==> src/rtl/multicycle_control.sv <==
// ---------------------------------------------------------------------------
// multicycle_control
//   Control FSM for a multicycle LEGv8-style datapath. Each instruction
//   walks FETCH -> DECODE -> EXEC -> [MEM] -> [WB] and returns to FETCH.
//   The instruction class is latched in DECODE. EXEC, MEM and WB outputs
//   are decoded from the current state and that class register. The one
//   exception is illegal_op in DECODE, which is decoded directly from the
//   opcode.
//
//   Optional build macro: MULTICYCLE_TIMEOUT_EN
//     defined   - FETCH/MEM waits are bounded by TIMEOUT_CYCLES. On expiry
//                 the FSM enters FAULT and stays there until reset.
//     undefined - no wait counter, FAULT unreachable, mem_timeout tied 0.
//
//   Parameters
//     TIMEOUT_CYCLES  max wait cycles for mem_ready (2..65535)
//     OPCODE_W        opcode width; only the top 11 bits are decoded
//
//   Ports
//     clk, reset        clock, synchronous active-high reset
//     opcode            instruction opcode, sampled only in DECODE
//     mem_ready         memory completion strobe (FETCH and MEM only)
//     ir_write/pc_write IR load and PC+4 strobes (FETCH ready cycle)
//     mem_read/mem_write, reg_write, alu_src, update_sreg,
//     readreg2_control, write_reg_src, alu_op, mem_to_reg, branch_op
//                       datapath controls
//     illegal_op        one-cycle pulse on an unrecognised opcode
//     mem_timeout       sticky fault flag (FAULT state)
//     state             current FSM state
//
//   Opcode map (top 11 bits, x = ignored):
//     R      ADD 10001011000, SUB 11001011000, AND 10001010000,
//            ORR 10101010000, EOR 11001010000
//     R-flg  ADDS 10101011000, SUBS 11101011000, ANDS 11101010000
//     CMP    11101011001
//     I      ADDI 1001000100x, SUBI 1101000100x, ANDI 1001001000x,
//            ORRI 1011001000x, EORI 1101001000x
//     I-flg  ADDIS 1011000100x, SUBIS 1111000100x, ANDIS 1111001000x
//     CMPI   1111000110x
//     LDUR   11111000010, STUR 11111000000
//     CBZ    10110100xxx, CBNZ 10110101xxx, B.cond 01010100xxx
//     B      000101xxxxx, BL 100101xxxxx
// ---------------------------------------------------------------------------
module multicycle_control #(
    parameter int unsigned TIMEOUT_CYCLES = 256,
    parameter int unsigned OPCODE_W       = 11
) (
    input  logic                clk,
    input  logic                reset,
    input  logic [OPCODE_W-1:0] opcode,
    input  logic                mem_ready,
    output logic                ir_write,
    output logic                pc_write,
    output logic                mem_read,
    output logic                mem_write,
    output logic                reg_write,
    output logic                alu_src,
    output logic                update_sreg,
    output logic                readreg2_control,
    output logic                write_reg_src,
    output logic [1:0]          alu_op,
    output logic [1:0]          mem_to_reg,
    output logic [2:0]          branch_op,
    output logic                illegal_op,
    output logic                mem_timeout,
    output logic [2:0]          state
);

    localparam logic [2:0] S_FETCH  = 3'd0;
    localparam logic [2:0] S_DECODE = 3'd1;
    localparam logic [2:0] S_EXEC   = 3'd2;
    localparam logic [2:0] S_MEM    = 3'd3;
    localparam logic [2:0] S_WB     = 3'd4;
    localparam logic [2:0] S_FAULT  = 3'd5;

    localparam logic [3:0] C_R       = 4'd0;
    localparam logic [3:0] C_RF      = 4'd1;
    localparam logic [3:0] C_I       = 4'd2;
    localparam logic [3:0] C_IF      = 4'd3;
    localparam logic [3:0] C_CMP     = 4'd4;
    localparam logic [3:0] C_CMPI    = 4'd5;
    localparam logic [3:0] C_LOAD    = 4'd6;
    localparam logic [3:0] C_STORE   = 4'd7;
    localparam logic [3:0] C_CBZ     = 4'd8;
    localparam logic [3:0] C_CBNZ    = 4'd9;
    localparam logic [3:0] C_B       = 4'd10;
    localparam logic [3:0] C_BCOND   = 4'd11;
    localparam logic [3:0] C_BL      = 4'd12;
    localparam logic [3:0] C_ILLEGAL = 4'd13;

    if (TIMEOUT_CYCLES < 2 || TIMEOUT_CYCLES > 65535) begin : g_bad_timeout
        $error("multicycle_control: TIMEOUT_CYCLES must be 2..65535");
    end
    if (OPCODE_W < 11) begin : g_bad_opcode_w
        $error("multicycle_control: OPCODE_W must be at least 11");
    end

    logic [10:0] op_top;
    logic [3:0]  dec_class;
    logic [3:0]  cls;
    logic [3:0]  cls_next;
    logic [2:0]  state_next;
    logic        wait_expired;

    assign op_top = opcode[OPCODE_W-1 -: 11];

    always_comb begin
        dec_class = C_ILLEGAL;
        casez (op_top)
            11'b10001011000, 11'b11001011000, 11'b10001010000,
            11'b10101010000, 11'b11001010000:                 dec_class = C_R;
            11'b10101011000, 11'b11101011000, 11'b11101010000: dec_class = C_RF;
            11'b11101011001:                                   dec_class = C_CMP;
            11'b1001000100?, 11'b1101000100?, 11'b1001001000?,
            11'b1011001000?, 11'b1101001000?:                 dec_class = C_I;
            11'b1011000100?, 11'b1111000100?, 11'b1111001000?: dec_class = C_IF;
            11'b1111000110?:                                   dec_class = C_CMPI;
            11'b11111000010:                                   dec_class = C_LOAD;
            11'b11111000000:                                   dec_class = C_STORE;
            11'b10110100???:                                   dec_class = C_CBZ;
            11'b10110101???:                                   dec_class = C_CBNZ;
            11'b01010100???:                                   dec_class = C_BCOND;
            11'b000101?????:                                   dec_class = C_B;
            11'b100101?????:                                   dec_class = C_BL;
            default:                                           dec_class = C_ILLEGAL;
        endcase
    end

`ifdef MULTICYCLE_TIMEOUT_EN
    localparam logic [15:0] WAIT_LAST = 16'(TIMEOUT_CYCLES - 1);
    logic [15:0] wait_cnt;

    // Counts consecutive FETCH/MEM cycles without mem_ready; any other
    // state or a ready cycle restarts the count.
    always_ff @(posedge clk) begin
        if (reset || mem_ready || !(state == S_FETCH || state == S_MEM))
            wait_cnt <= '0;
        else
            wait_cnt <= wait_cnt + 16'd1;
    end

    assign wait_expired = (wait_cnt == WAIT_LAST);
`else
    assign wait_expired = 1'b0;
`endif

    always_comb begin
        state_next = state;
        cls_next   = cls;
        case (state)
            S_FETCH: begin
                if (mem_ready)
                    state_next = S_DECODE;
                else if (wait_expired)
                    state_next = S_FAULT;
            end
            S_DECODE: begin
                cls_next   = dec_class;
                state_next = (dec_class == C_ILLEGAL) ? S_FETCH : S_EXEC;
            end
            S_EXEC: begin
                case (cls)
                    C_LOAD, C_STORE:               state_next = S_MEM;
                    C_R, C_RF, C_I, C_IF, C_BL:    state_next = S_WB;
                    default:                       state_next = S_FETCH;
                endcase
            end
            S_MEM: begin
                if (mem_ready)
                    state_next = (cls == C_LOAD) ? S_WB : S_FETCH;
                else if (wait_expired)
                    state_next = S_FAULT;
            end
            S_WB:    state_next = S_FETCH;
            S_FAULT: state_next = S_FAULT;
            default: state_next = S_FETCH;
        endcase
    end

    always_ff @(posedge clk) begin
        if (reset) begin
            state <= S_FETCH;
            cls   <= C_R;
        end else begin
            state <= state_next;
            cls   <= cls_next;
        end
    end

    // Strobes are forced low while reset is held so that no transfer is
    // requested until the first cycle after reset releases.
    always_comb begin
        ir_write         = 1'b0;
        pc_write         = 1'b0;
        mem_read         = 1'b0;
        mem_write        = 1'b0;
        reg_write        = 1'b0;
        alu_src          = 1'b0;
        update_sreg      = 1'b0;
        readreg2_control = 1'b0;
        write_reg_src    = 1'b0;
        alu_op           = 2'b00;
        mem_to_reg       = 2'b00;
        branch_op        = 3'b000;
        illegal_op       = 1'b0;
        mem_timeout      = 1'b0;
        if (!reset) begin
            case (state)
                S_FETCH: begin
                    mem_read = 1'b1;
                    ir_write = mem_ready;
                    pc_write = mem_ready;
                end
                // The class register is not yet loaded in DECODE, so the
                // illegal pulse comes straight from the opcode decode.
                S_DECODE: illegal_op = (dec_class == C_ILLEGAL);
                S_EXEC: begin
                    case (cls)
                        C_LOAD, C_STORE:                   alu_op = 2'b00;
                        C_CBZ, C_CBNZ, C_B, C_BCOND, C_BL: alu_op = 2'b01;
                        default:                           alu_op = 2'b10;
                    endcase
                    alu_src = (cls == C_I) || (cls == C_IF) || (cls == C_CMPI) ||
                              (cls == C_LOAD) || (cls == C_STORE);
                    readreg2_control = (cls == C_STORE) || (cls == C_CBZ) || (cls == C_CBNZ);
                    update_sreg = (cls == C_RF) || (cls == C_IF) || (cls == C_CMP) ||
                                  (cls == C_CMPI) || (cls == C_CBZ) || (cls == C_CBNZ);
                    case (cls)
                        C_B, C_BL: branch_op = 3'b001;
                        C_BCOND:   branch_op = 3'b010;
                        C_CBZ:     branch_op = 3'b011;
                        C_CBNZ:    branch_op = 3'b100;
                        default:   branch_op = 3'b000;
                    endcase
                end
                S_MEM: begin
                    if (cls == C_LOAD) begin
                        mem_read = 1'b1;
                    end else begin
                        mem_write        = 1'b1;
                        readreg2_control = 1'b1;
                        alu_src          = 1'b1;
                    end
                end
                S_WB: begin
                    reg_write = 1'b1;
                    if (cls == C_LOAD) begin
                        mem_to_reg = 2'b01;
                    end else if (cls == C_BL) begin
                        mem_to_reg    = 2'b10;
                        write_reg_src = 1'b1;
                    end
                end
`ifdef MULTICYCLE_TIMEOUT_EN
                S_FAULT: mem_timeout = 1'b1;
`endif
                default: ;
            endcase
        end
    end

endmodule
==> config.mk <==
export PLATFORM = sky130hd
export DESIGN_NAME = multicycle_control
export DESIGN_NICKNAME = d
export VERILOG_FILES = /design/src/rtl/multicycle_control.sv
export SDC_FILE = /design/constraint.sdc
export NUM_CORES = 1
export LEC_CHECK = 0
export CAP_MARGIN = 20
export CORE_UTILIZATION = 44
export CTS_CLUSTER_SIZE = 28
export DETAILED_ROUTE_END_ITERATION = 10
export PLACE_DENSITY = 0.8
export SLEW_MARGIN = 20
export SYNTH_ARGS = -nofsm -noshare
export SYNTH_HDL_FRONTEND = slang
export SYNTH_SLANG_ARGS = --single-unit
==> constraint.sdc <==
create_clock -name clk -period 2.6 [get_ports clk]
set_input_delay 0.52 -clock clk [delete_from_list [all_inputs] [get_ports clk]]
set_output_delay 0.52 -clock clk [all_outputs]
set_load 0.005 [all_outputs]
==> impl_metrics.env <==
export IMPL_initial_core_util_pct=47.2
export IMPL_stdcell_count=217
export IMPL_gp_congestion=0.879
export IMPL_fin_crit_sh_pct=97.6
export IMPL_crit_path_end="illegal_op"
export IMPL_io_pins=35
export IMPL_peakVddDrop_mv=0.291
export IMPL_clk_path_buf_depth=2
export IMPL_wl_um=2800
export IMPL_maxCapViolCount=0
export IMPL_worstReg2RegStart="state[0]"
export IMPL_worstHoldPathType="flip-flop to flip-flop"
export IMPL_dp_hpwl_um=2120
export IMPL_port_buffers=33
export IMPL_crit_start="opcode[0]"
export IMPL_antenna_found_initial=0
export IMPL_drt_pass1_iterations=4
export IMPL_grt_max_degree=14
export IMPL_path_class="primary input to output port"
export IMPL_grt_overflow=0
export IMPL_cts_root_buf="clkbuf_4"
export IMPL_ant_nets=0
export IMPL_clock_latency_ns=0.25
export IMPL_cp_data_arrival_time_ns=2.02
export IMPL_rr_worst_depth=6
export IMPL_die_area_um2=2320
export IMPL_first_global_vias=991
export IMPL_setup_violations=0
export IMPL_syn_inst=138
export IMPL_drive_gt1_share_pct=22.6
export IMPL_fin_tns_setup_ns=0
export IMPL_core_area_um2=1980
export IMPL_drv_slew=0
export IMPL_fillers=156
export IMPL_grt_use_total_pct=25.9
export IMPL_run_status="complete, no violations"
export IMPL_final_util_pct=75.5
export IMPL_syn_avg_cell_area_um2=6.78
export IMPL_p_per_area_nw_per_um2=239
export IMPL_cts_made_buffers=3
export IMPL_synthFlopType="dfxtp_1"
export IMPL_drt_iter0_drc=20
export IMPL_total_power_uw=358
export IMPL_hold_slack_ns=0.597
export IMPL_dp_slack_ns=-0.509
export IMPL_num_vias=1238
export IMPL_grt_pass1_wl_um=4260
export IMPL_slowest_stage="or4_1"
export IMPL_synthesis_nets=152
export IMPL_p_leak_nw=0.632
export IMPL_critical_path_buf_inv_count=2
export IMPL_reg2reg_slack_ns=1.05
export IMPL_crit_chain="clkdlybuf4s15_1, or4_1, o2bb2ai_1, or3b_4, o211ai_2, nor2b_1, buf_2"
export IMPL_r2r_end="state[2]"
export IMPL_drc=0
export IMPL_crit_cells=7
export IMPL_fin_area_um2=1500
export IMPL_slowest_delay_ns=0.51
export IMPL_clock_sinks=7
export IMPL_postPlaceCellArea_um2=1420
export IMPL_nNetsFinal=205
export IMPL_die_x_um=48.1
export IMPL_finalClockSkew_ns=0.00740
export IMPL_viasPerCell=5.71
export IMPL_ys_seq_elements=7
export IMPL_synth_area_um2=936
export IMPL_wl_per_cell_um=12.9
export IMPL_synthToLayoutAreaGrowth_pct=59.9
export IMPL_hold_violations=0
export IMPL_dp_cells=209
export IMPL_crit_path_max_fanout=2
export IMPL_row_count=16
export IMPL_grt_setup_unrepaired="false"
export IMPL_cts_tree="yes"
export IMPL_synth_edf_count=0
export IMPL_cp_required_ns=2.08
export IMPL_die_y_um=48.1
export IMPL_diodes=0
export IMPL_finalCriticalPeriod_ns=2.54
export IMPL_fmax_mhz=394
export IMPL_worst_setup_path_end_kind="output port"
export IMPL_async_flop_share_pct=0
export IMPL_yosys_warnings=0
export IMPL_cts_max_level=1
export IMPL_clk_pin_slew_ns=0.05
export IMPL_crit_family="simple AND/OR/NAND/NOR gates"
export IMPL_ys_seq_area_share_pct=15.0
export IMPL_cp_start_kind="primary input"
export IMPL_worst_slack_ns=0.0619
export IMPL_ys_types=49
worst min path at each step:
stage | endpoint | startpoint | depth (start not counted) | slack (ns)
after detailed placement | state[2] | state[2] | 2 | 0.58
after floorplan | state[2] | state[2] | 2 | 0.54
after global routing | state[2] | state[2] | 2 | 0.64
after global placement | state[2] | state[2] | 2 | 0.56
after CTS | state[2] | state[2] | 2 | 0.60
final | state[2] | state[2] | 2 | 0.60
per-layer routing:
metal | up-vias | global-route usage [%] | routed length [um]
met5 | - | 0 | 0
met4 | 0 | 3.33 | 21
met3 | 4 | 3.33 | 138
met2 | 51 | 45.4 | 1380
met1 | 572 | 34.9 | 1260
li1 | 611 | - | -
layout by cell type, fill, tap and decap left out, types with 2 or more instances in the layout:
cell	instances
buf_4	29
clkdlybuf4s50_1	18
nor2_1	17
a21oi_1	10
dlygate4sd2_1	10
nand2_1	9
dfxtp_1	7
nand2b_1	6
nor3b_1	6
nor2b_1	5
o21ai_0	4
a31oi_1	4
and3_1	4
and4_1	3
clkbuf_4	3
nor2_2	2
nor3_1	2
inv_1	2
nor4b_1	2
xor2_1	2
o2bb2ai_1	2
and3b_1	2
nand3b_1	2
o21a_1	2
or3_1	2
a311oi_1	2
clkdlybuf4s15_1	2
flip-flops by register name, indices dropped and copies added (netlist names):
name	flops
state	3
cls	4
cell type report:
| cell class | instances | area (um2) | share of cell area (%) |
|---|---|---|---|
| tap | 27 | 33.8 | 2.26 |
| inverter | 2 | 7.51 | 0.502 |
| timing repair buffer | 63 | 539 | 36.0 |
| sequential | 7 | 140 | 9.36 |
| clock buffer | 4 | 26.3 | 1.76 |
| multi-input combinational | 114 | 749 | 50.1 |
cell usage after synthesis (3+ instances only):
master	instances	share of area [%]
nor2_1	19	7.6
a21oi_1	10	5.3
nand2_1	9	3.6
clkbuf_1	8	3.2
dfxtp_1	7	15
nand2b_1	6	4.0
nor3b_1	6	4.8
nor2b_1	5	3.3
a31oi_1	4	2.7
and3_1	4	2.7
o21ai_0	4	2.1
and4_1	3	2.8
buf_2	3	1.6
buf_4	3	2.4
nor3_1	3	1.6
nor4b_1	3	2.8
power by group:
part / internal [mW] / switching, mW / leakage, nW
clock: 0.0584 / 0.0382 / 0.0150
sequential: 0.113 / 0.00807 / 0.0574
combinational: 0.0728 / 0.0674 / 0.560
repair_timing:
item / CTS / global route
pin swaps: 4 / 2
hold buffers: 0 / 0
setup endpoints to repair: 5 / 1
gates resized for setup: 24 / 6
cloned: 0 / 0
buffers inserted: 4 / 0
worst register-to-register path, stage by stage (launching register included):
cell      delay [ns]
dfxtp_1         0.56
buf_4           0.24
and3b_1         0.18
a21oi_1         0.04
o21ai_0         0.19
o211ai_1        0.13
a21oi_1         0.14
logic make-up (layout without fill, tap and decap cells):
family                    count (synthesis)  count (layout)  synth area share [%]
other                                     1               1                 0.401
DFF                                       7               7                  15.0
AOI/OAI and AO/OA                        35              35                  25.8
muxes                                     1               1                  1.07
and+or+nand+nor                          75              75                  47.5
xor gates and xnor gates                  2               2                  1.87
buffers and inverters                    17              69                  8.42
Note: power is estimated with default switching activity, not from simulation.
